===== src/rtl/lsu_align_pkg.sv =====
// Shared encodings and small helpers for the lsu_align load/store alignment unit.
// Access sizes, FSM states and lane-width constants live here.
package lsu_align_pkg;

    localparam int LANE_BITS = 2;

    typedef enum logic [1:0] {
        SZ_BYTE = 2'b00,
        SZ_HALF = 2'b01,
        SZ_WORD = 2'b10,
        SZ_RSVD = 2'b11
    } size_e;

    typedef enum logic {
        ST_IDLE = 1'b0,
        ST_RMW  = 1'b1
    } state_e;

    // The reserved size code is folded into a word access before anything else sees it.
    function automatic size_e norm_size(input logic [1:0] sz);
        return (sz == 2'b11) ? SZ_WORD : size_e'(sz);
    endfunction

    function automatic logic is_misaligned(input size_e sz, input logic [LANE_BITS-1:0] lane);
        case (sz)
            SZ_HALF: return lane[0];
            SZ_WORD: return (lane != '0);
            default: return 1'b0;
        endcase
    endfunction

    function automatic logic [LANE_BITS-1:0] force_align(input size_e sz,
                                                         input logic [LANE_BITS-1:0] lane);
        case (sz)
            SZ_HALF: return {lane[1], 1'b0};
            SZ_WORD: return '0;
            default: return lane;
        endcase
    endfunction

endpackage


===== src/rtl/lsu_lane_merge.sv =====
// Combinational lane logic: inserts store data into an old word, and extracts
// and extends a loaded lane. One instance serves both the load and store paths.
module lsu_lane_merge
    import lsu_align_pkg::*;
(
    input  logic [31:0]          old_word_i,
    input  logic [31:0]          new_data_i,
    input  logic [LANE_BITS-1:0] lane_i,
    input  size_e                size_i,
    input  logic                 sext_i,
    output logic [31:0]          merged_o,
    output logic [31:0]          extract_o
);

    logic [LANE_BITS+2:0] byte_sh;
    logic [LANE_BITS+2:0] half_sh;
    logic [31:0]          lane_mask;
    logic [31:0]          ins_data;
    logic [7:0]           byte_v;
    logic [15:0]          half_v;

    // Halfwords always sit on an even lane, so only lane[1] picks the half.
    assign byte_sh = {lane_i, 3'b000};
    assign half_sh = {lane_i[1], 4'b0000};
    assign byte_v  = old_word_i[byte_sh +: 8];
    assign half_v  = old_word_i[half_sh +: 16];

    // NOTE: every always_comb output gets a default before the case so no latch is inferred.
    always_comb begin
        lane_mask = '1;
        ins_data  = new_data_i;
        case (size_i)
            SZ_BYTE: begin
                lane_mask = 32'h0000_00FF << byte_sh;
                ins_data  = new_data_i << byte_sh;
            end
            SZ_HALF: begin
                lane_mask = 32'h0000_FFFF << half_sh;
                ins_data  = new_data_i << half_sh;
            end
            default: ;
        endcase
        merged_o = (old_word_i & ~lane_mask) | (ins_data & lane_mask);
    end

    always_comb begin
        extract_o = old_word_i;
        case (size_i)
            SZ_BYTE: extract_o = {{24{sext_i & byte_v[7]}}, byte_v};
            SZ_HALF: extract_o = {{16{sext_i & half_v[15]}}, half_v};
            default: ;
        endcase
    end

endmodule


===== src/rtl/lsu_align.sv =====
// Load/store alignment unit between the CPU datapath and a word-only data RAM.
// Build option LSU_MISALIGN_TRAP_EN: reject misaligned accesses instead of force-aligning them.
module lsu_align
    import lsu_align_pkg::*;
#(
    parameter int ADDR_WIDTH = 32,
    parameter int BUS_WIDTH  = 6,
    parameter int DATA_WIDTH = 32
) (
    input  logic                  clk,
    input  logic                  rst_n,
    input  logic                  req,
    input  logic                  wr,
    input  logic [1:0]            size,
    input  logic                  sext,
    input  logic [ADDR_WIDTH-1:0] addr,
    input  logic [DATA_WIDTH-1:0] wdata,
    output logic                  ready,
    output logic [DATA_WIDTH-1:0] rdata,
    output logic                  rvalid,
    output logic                  misalign,
    output logic                  mem_we,
    output logic [BUS_WIDTH-1:0]  mem_addr,
    output logic [DATA_WIDTH-1:0] mem_wdata,
    input  logic [DATA_WIDTH-1:0] mem_rdata
);

    state_e                 state_q, state_d;
    logic [BUS_WIDTH-1:0]   waddr_q, waddr_d;
    logic [LANE_BITS-1:0]   lane_q, lane_d;
    size_e                  size_q, size_d;
    logic [DATA_WIDTH-1:0]  wdata_q, wdata_d;
    logic [DATA_WIDTH-1:0]  old_q, old_d;
    logic [DATA_WIDTH-1:0]  rdata_q, rdata_d;
    logic                   rvalid_q, rvalid_d;
    logic                   misalign_q, misalign_d;

    size_e                  req_size;
    logic [LANE_BITS-1:0]   req_lane;
    logic [BUS_WIDTH-1:0]   req_waddr;
    logic                   req_bad;
    logic                   in_rmw;

    logic [DATA_WIDTH-1:0]  mg_old;
    logic [LANE_BITS-1:0]   mg_lane;
    size_e                  mg_size;
    logic [DATA_WIDTH-1:0]  mg_merged;
    logic [DATA_WIDTH-1:0]  mg_extract;

    logic                   unused_addr_hi;

    assign unused_addr_hi = ^addr[ADDR_WIDTH-1:BUS_WIDTH+2];

    assign req_size  = norm_size(size);
    assign req_waddr = addr[BUS_WIDTH+1:2];
    assign in_rmw    = (state_q == ST_RMW);

`ifdef LSU_MISALIGN_TRAP_EN
    assign req_lane = addr[LANE_BITS-1:0];
    assign req_bad  = is_misaligned(req_size, addr[LANE_BITS-1:0]);
`else
    assign req_lane = force_align(req_size, addr[LANE_BITS-1:0]);
    assign req_bad  = 1'b0;
`endif

    // In RMW the lane logic works on the latched store; otherwise it serves the live load.
    assign mg_old  = in_rmw ? old_q  : mem_rdata;
    assign mg_lane = in_rmw ? lane_q : req_lane;
    assign mg_size = in_rmw ? size_q : req_size;

    lsu_lane_merge u_lane_merge (
        .old_word_i (mg_old),
        .new_data_i (wdata_q),
        .lane_i     (mg_lane),
        .size_i     (mg_size),
        .sext_i     (sext),
        .merged_o   (mg_merged),
        .extract_o  (mg_extract)
    );

    always_comb begin
        state_d    = state_q;
        waddr_d    = waddr_q;
        lane_d     = lane_q;
        size_d     = size_q;
        wdata_d    = wdata_q;
        old_d      = old_q;
        rdata_d    = rdata_q;
        rvalid_d   = 1'b0;
        misalign_d = 1'b0;
        mem_we     = 1'b0;
        mem_addr   = req_waddr;
        mem_wdata  = wdata;

        case (state_q)
            ST_IDLE: begin
                if (req) begin
                    if (req_bad) begin
                        misalign_d = 1'b1;
                    end else if (!wr) begin
                        rdata_d  = mg_extract;
                        rvalid_d = 1'b1;
                    end else if (req_size == SZ_WORD) begin
                        mem_we = 1'b1;
                    end else begin
                        waddr_d = req_waddr;
                        lane_d  = req_lane;
                        size_d  = req_size;
                        wdata_d = wdata;
                        old_d   = mem_rdata;
                        state_d = ST_RMW;
                    end
                end
            end
            ST_RMW: begin
                mem_addr  = waddr_q;
                mem_wdata = mg_merged;
                mem_we    = 1'b1;
                state_d   = ST_IDLE;
            end
            default: state_d = ST_IDLE;
        endcase

        // A reset landing on the write cycle must not corrupt the RAM.
        if (!rst_n) begin
            mem_we = 1'b0;
        end
    end

    // NOTE: sequential state uses non-blocking assignments so all registers update together.
    always_ff @(posedge clk) begin
        if (!rst_n) begin
            state_q    <= ST_IDLE;
            waddr_q    <= '0;
            lane_q     <= '0;
            size_q     <= SZ_BYTE;
            wdata_q    <= '0;
            old_q      <= '0;
            rdata_q    <= '0;
            rvalid_q   <= 1'b0;
            misalign_q <= 1'b0;
        end else begin
            state_q    <= state_d;
            waddr_q    <= waddr_d;
            lane_q     <= lane_d;
            size_q     <= size_d;
            wdata_q    <= wdata_d;
            old_q      <= old_d;
            rdata_q    <= rdata_d;
            rvalid_q   <= rvalid_d;
            misalign_q <= misalign_d;
        end
    end

    assign ready    = (state_q == ST_IDLE);
    assign rdata    = rdata_q;
    assign rvalid   = rvalid_q;
    assign misalign = misalign_q;

endmodule


===== config.mk =====
export PLATFORM = sky130hd
export DESIGN_NAME = lsu_align
export DESIGN_NICKNAME = d
export VERILOG_FILES = /design/src/rtl/lsu_align_pkg.sv /design/src/rtl/lsu_lane_merge.sv /design/src/rtl/lsu_align.sv
export SDC_FILE = /design/constraint.sdc
export NUM_CORES = 1
export LEC_CHECK = 0
export CORE_MARGIN = 5
export CORE_UTILIZATION = 45
export DETAILED_ROUTE_END_ITERATION = 7
export GPL_ROUTABILITY_DRIVEN = 0
export GPL_TIMING_DRIVEN = 1
export PLACE_DENSITY = 0.82
export RECOVER_POWER = 50
export SYNTH_ARGS = -nofsm -noshare
export SYNTH_HDL_FRONTEND = slang
export SYNTH_SLANG_ARGS = --single-unit

===== constraint.sdc =====
create_clock -name clk -period 8.1 [get_ports clk]
set_input_delay 1.62 -clock clk [delete_from_list [all_inputs] [get_ports clk]]
set_output_delay 1.62 -clock clk [all_outputs]
set_load 0.005 [all_outputs]

==> results of run 1 <==
[power breakdown]
group          internal [mW]  switching [mW]
combinational          0.125           0.119
clock                  0.209           0.209
sequential             0.553          0.0175
total                  0.886           0.346
[logic make-up (layout without fill, tap and decap cells)]
logic type             after synthesis  in the layout
multiplexers                        65             65
flip-flops                         108            108
other                                1              1
AO/OA/AOI/OAI                      261            261
buffers and inverters               65            177
AND/OR/NAND/NOR                    265            265
[critical path, cell delays in order]
cell and delay, ns:
dlygate4sd3_1 0.68, nor3b_1 0.54, nor2_1 0.41, o21ai_1 0.62, o22ai_1 0.18, a31oi_1 0.22
clkdlybuf4s50_1 0.54
[routing by layer]
layer | vias to the layer above | routed length [microns]
met5 | - | 0
met4 | 0 | 473
met3 | 37 | 1930
met2 | 317 | 9660
met1 | 2990 | 8230
li1 | 2959 | -
[metrics by stage]
step	cells	worst slack, ns	hold slack [ns]	cell area [sq um]	power (mW)
2_1_floorplan	765	3.06	0.440	6140	0.702
6_report	1053	1.65	0.465	7860	1.23
3_3_place_gp	1038	1.92	0.450	7620	0.825
4_1_cts	1053	1.89	0.466	7890	1.24
5_1_grt	1053	1.50	0.484	7860	1.28
3_5_place_dp	1038	1.91	0.456	7620	0.827
[cell type report]
class                   instances  area share [%]
inverters                       3           0.143
multi-input cells             592            46.4
repair buffers                159            19.7
flip-flops and latches        108            27.6
well taps                     176            2.80
clock inverters                 5           0.462
clock buffers                  10            2.91
[cells in the final DEF, fill, tap and decap left out, types with 3 or more instances in the layout]
master,netlist,final
nor2_1,29,30
and3_1,3,3
a21oi_1,43,43
a221oi_1,3,3
nand2_1,184,184
o22ai_1,25,25
buf_4,3,4
nor3_1,11,11
and2_1,5,5
a21boi_0,74,74
a31oi_1,11,11
nand3_1,4,4
clkbuf_16,0,9
o2bb2ai_1,14,14
dfxtp_1,108,107
a211oi_1,10,10
o211ai_1,10,10
nor3b_1,3,3
o21ai_0,38,38
or2b_2,6,6
mux4_2,3,3
nor2b_1,4,4
clkbuf_1,41,5
mux2_2,19,19
a22oi_1,10,10
mux2_1,9,9
o31ai_1,5,5
dlygate4sd3_1,0,35
mux2i_1,34,34
clkdlybuf4s50_1,0,115
o221a_2,6,6
[flip-flops by register name, indices dropped and copies added, names as in the netlist]
name     flops
lane_q       2
rvalid       1
waddr_q      6
old_q       32
in_rmw       1
wdata_q     32
size_q       2
rdata       32
[worst min path at each step]
stage	startpoint	endpoint	cells after the start
final	wdata_q[22]$_SDFFE_PN0P_	wdata_q[22]$_SDFFE_PN0P_	2
after detailed placement	wdata_q[22]$_SDFFE_PN0P_	wdata_q[22]$_SDFFE_PN0P_	2
after global routing	waddr_q[4]$_SDFFE_PN0P_	waddr_q[4]$_SDFFE_PN0P_	2
after global placement	waddr_q[4]$_SDFFE_PN0P_	waddr_q[4]$_SDFFE_PN0P_	2
after CTS	wdata_q[22]$_SDFFE_PN0P_	wdata_q[22]$_SDFFE_PN0P_	2
after floorplan	waddr_q[0]$_SDFFE_PN0P_	waddr_q[0]$_SDFFE_PN0P_	2
==> impl_metrics.ini, run 1 <==
[clocking]
clk_latency_ns = 0.36
hold_buffers = 0
htreeDepth = 3
path_clk_slew_ns = 0.07
cts.sinks = 108
post_cts_buffers = 0
cts_tree = yes
cts_root_buf = clkbuf_16
clock_path_buffers = 2
ctsResizeCount = 0
numCtsBuffers = 9

[drt]
vias = 6303
first_pass_iters = 6
wl_per_cell_microns = 19.3
wl_mm = 20.3
ant_nets = 0
vias_per_cell = 5.99
drc_errors = 0
first_iter_violations = 787

[floorplan]
rows = 42
initial_core_util_pct = 46.2
core-area_sq_um = 13300
chipHeight_microns = 127
top_level_ports = 177
die_area_sq_um = 16100
die_w_microns = 127

[yosys]
ys_seq_area_share_pct = 35.2
synth_cell_type_count = 58
synth_fp_nets = 868
syn-cell-area_sq_um = 6140
synth_top_family_by_area = compound AO/OA/AOI/OAI gates
synth_enable_flop_cells = 0
synth.largest_area_cell = dfxtp_1
synth_compound_area_share_pct = 28.8
synth_most_common_cell = nand2_1
synthTopCellsByCount = 184 x nand2_1, 108 x dfxtp_1, 74 x a21boi_0, 43 x a21oi_1, 41 x clkbuf_1
netlist_instances = 765
synth-simple-area-share_pct = 18.8
synthAdderAreaFrac_pct = 0
synth-xor-area-share_pct = 0
ys_warn_count = 0
yosys-mux-area-fraction_pct = 11.8
ys_top_cells_by_area = dfxtp_1 35%, nand2_1 11%, a21boi_0 9.0%
ys_async_sr_fraction_pct = 0
yosys_most_used_dff = dfxtp_1
synth_area_per_cell_sq_um = 8.03
yosysTopAreaCellShare_pct = 35.2
yosys_register_bits = 108

[worst_setup_path]
startpoint = size[1]
endpoint = mem_wdata[29]
reg2reg_to = wdata_q[5]$_SDFFE_PN0P_
ff2ff_setup_slack_ns = 4.15
cp-end-kind = primary output
reg2reg_depth = 5
start_kind = input pin
criticalPathCategory = in -> out
worstReg2RegStart = in_rmw$_SDFF_PP0_
cp.arrival_ns = 4.83
worstPathRequired_ns = 6.48
crit_fanout = 15

[grt]
antenna_found_initial = 0
gr-total-overflow = 0
grt_usage_pct = 24.4
busiest_layer = met2
grt_max_degree = 96
grt_pass1_vias = 5877
grt.met2_usage_pct = 39.5
gr-usage-met1_pct = 31.6
grt_pass1_wl_mm = 31.2
met3_usage_pct = 7.65

[place]
place_hpwl_mm = 14.4
io_buffers = 151

[cells_and_area]
fin_util_pct = 59.1
finalNetCount = 976
multi_input_area_sq_um = 3650
diodes = 0
layout-drive-gt1-share_pct = 7.07
ff_latch_area_sq_um = 2170
nFillCells = 1202
area_growth_pct = 28.0

[power_and_ir_drop]
p_leak_nw = 2.77
p_per_area_nw_per_um2 = 157
peakVddDrop_uv = 113

[flow_run]
max_cap_viol_count = 2

[timing]
fin_tns_setup_ns = 0
tightest_slew_ns = 2.92
slew_headroom_pct = -94.7
setup_viol = 0
rsz0062_at_grt = no
fin_crit_ns = 6.45
finalCritPeriodShare_pct = 79.6
clock_skew_ns = 0.00798
timing.fmax_mhz = 155
slew_viol_final = 124
final-hold-violation-count = 0

[run_status]
status = complete, but fails checks
failed_checks = capacitance limit, slew limit

[worst_hold_path]
hold_class = reg -> reg
Power figures use the tool's default switching activity.
==> run 2: changes to the inputs <==
Settings changed: CORE_UTILIZATION 45 to 44, PLACE_DENSITY 0.82 to 0.84.
Clock period 8.1 ns to 5.2 ns, I/O delays scaled along.
==> run 2 against run 1 <==
  * The flow still finishes with violations (capacitance limit, slew limit)
  * First-iteration DRC count down 12%
  * Clock power up 81%
  * Combinational power up 59%
  * Wire length is 0.75% higher
  * Via count rose by 1.1%
  * Clock skew shrank 0.0043 ns
  * Register-to-register slack worse by 2.3 ns
  * Flip-flop and latch count is the same
  * Sequential power grew 56%
  * Largest cell class unchanged
==> impl_metrics.ini, run 2 (synthesis results as in run 1) <==
[run_status]
status = complete, but fails checks
failed_checks = capacitance limit, slew limit

[drt]
vias = 6374
wl_per_cell_microns = 19.1
ant_nets = 0
vias_per_cell = 5.97
wl_mm = 20.4
first_iter_violations = 694
drc_errors = 0
first_pass_iters = 5

[worst_hold_path]
hold_class = reg -> reg
hold-path-cell-count = 2

[place]
place_hpwl_mm = 14.6
io_buffers = 151
dp_slack_ns = 0.312

[floorplan]
core-area_sq_um = 13800
initial_core_util_pct = 44.6
die_w_microns = 128
die_area_sq_um = 16400
rows = 43
top_level_ports = 177
chipHeight_microns = 128

[timing]
timing.final.ws_setup_ns = 0.200
finalCritPeriodShare_pct = 96.2
slew_headroom_pct = -9.11
fin_crit_ns = 5.00
fin_tns_setup_ns = 0
clock_skew_ns = 0.00366
rsz0062_at_grt = no
timing.fmax_mhz = 200
slew_viol_final = 44
setup_viol = 0
tightest_slew_ns = 1.64
final-hold-violation-count = 0

[worst_setup_path]
crit_fanout = 11
worst-path-buf-inv = 3
cp.arrival_ns = 3.96
reg2reg_depth = 5
worstPathRequired_ns = 4.16
critical-path-top-delay-family = buffers and inverters
crit_chain = dlygate4sd3_1 -> or4b_4 -> a222oi_1 -> buf_4 -> mux2_2 -> a22oi_1 -> o21ai_0 -> clkdlybuf4s50_1
max_stage_delay_ns = 0.58
criticalPathCategory = in -> out
crit_slowest_cell = dlygate4sd3_1
cp-end-kind = primary output
crit_cells = 8
start_kind = input pin

[grt]
antenna_found_initial = 1
gr-total-overflow = 0
grt_pass1_wl_mm = 31.4
grt_max_degree = 101
busiest_layer = met2
grt_usage_pct = 23.9
gr-usage-met1_pct = 31.1
grt.met2_usage_pct = 39.2
grt_pass1_vias = 5914
met3_usage_pct = 5.46

[power_and_ir_drop]
p_clk_share_pct = 37.2
peakVddDrop_uv = 169
p_per_area_nw_per_um2 = 254
seq_power_share_pct = 43.7
p_leak_nw = 2.84
comb_power_share_pct = 19.1
p_sw_mw = 0.547
p_int_mw = 1.49
switching_share_pct = 26.9

[cells_and_area]
final_common_cell = nand2_1
finalNetCount = 985
multi_input_area_sq_um = 3650
layout-drive-gt1-share_pct = 8.34
area_growth_pct = 30.5
final_cell_mix = 184 x nand2_1, 115 x clkdlybuf4s50_1, 107 x dfxtp_1, 74 x a21boi_0, 43 x a21oi_1
nFillCells = 1273
ff_latch_area_sq_um = 2170

[clocking]
post_cts_buffers = 0
ctsResizeCount = 0
cts_tree = yes
htreeDepth = 3
clock_path_buffers = 2
numCtsBuffers = 9
path_clk_slew_ns = 0.07
cts.sinks = 108
cts_root_buf = clkbuf_16
clk_latency_ns = 0.35
hold_buffers = 0

[flow_run]
max_cap_viol_count = 1
run 2: layer usage:
layer	part of all wire, %	wire length (microns)
met5	0	0
met2	48	9730
met3	8.5	1730
met1	41	8330
met4	3.2	655
run 2: final timing paths:
| check | slack (ns) | endpoint | startpoint |
|---|---|---|---|
| hold reg to reg | 0.46 | wdata_q[22]$_SDFFE_PN0P_ | wdata_q[22]$_SDFFE_PN0P_ |
| setup / recovery | 0.20 | mem_wdata[17] | size[1] |
| setup reg to reg | 1.84 | old_q[16]$_SDFFE_PN0P_ | in_rmw$_SDFF_PP0_ |
| hold / removal | 0.46 | wdata_q[22]$_SDFFE_PN0P_ | wdata_q[22]$_SDFFE_PN0P_ |
run 2: cell type report:
class / count / share of cell area (%)
multi-input cells: 592 / 45.6
flip-flops and latches: 108 / 27.0
repair buffers: 168 / 20.4
clock buffers: 9 / 2.81
well taps: 180 / 2.81
clock inverters: 7 / 1.25
inverters: 3 / 0.141
diodes: 1 / 0.0312
run 2: metrics by stage:
| stage | util, % | instances | hold slack (ns) | area, sq um | total power [mW] |
|---|---|---|---|---|---|
| 3_3_place_gp | 56.0 | 1051 | 0.448 | 7710 | 1.29 |
| 6_report | 58.2 | 1068 | 0.463 | 8010 | 2.03 |
| 2_1_floorplan | - | 765 | 0.440 | 6140 | 1.09 |
| 5_1_grt | 58.2 | 1068 | 0.483 | 8010 | 2.11 |
| 4_1_cts | 58.3 | 1067 | 0.466 | 8040 | 2.04 |
| 3_5_place_dp | 56.0 | 1051 | 0.456 | 7710 | 1.30 |
run 2: tightest hold or removal path, cell delays in order, from the launching register on:
cell      delay, ns
dfxtp_1        0.31
nand2_1        0.04
a21boi_0       0.06
run 2: power groups by stage:
| stage | Combinational, mW | Sequential [mW] | Clock (mW) |
|---|---|---|---|
| after floorplan | 0.194 | 0.900 | 0 |
| after global placement | 0.386 | 0.907 | 0 |
| after detailed placement | 0.390 | 0.908 | 0 |
| after CTS | 0.393 | 0.889 | 0.761 |
| after global routing | 0.417 | 0.893 | 0.801 |
| final | 0.388 | 0.889 | 0.756 |
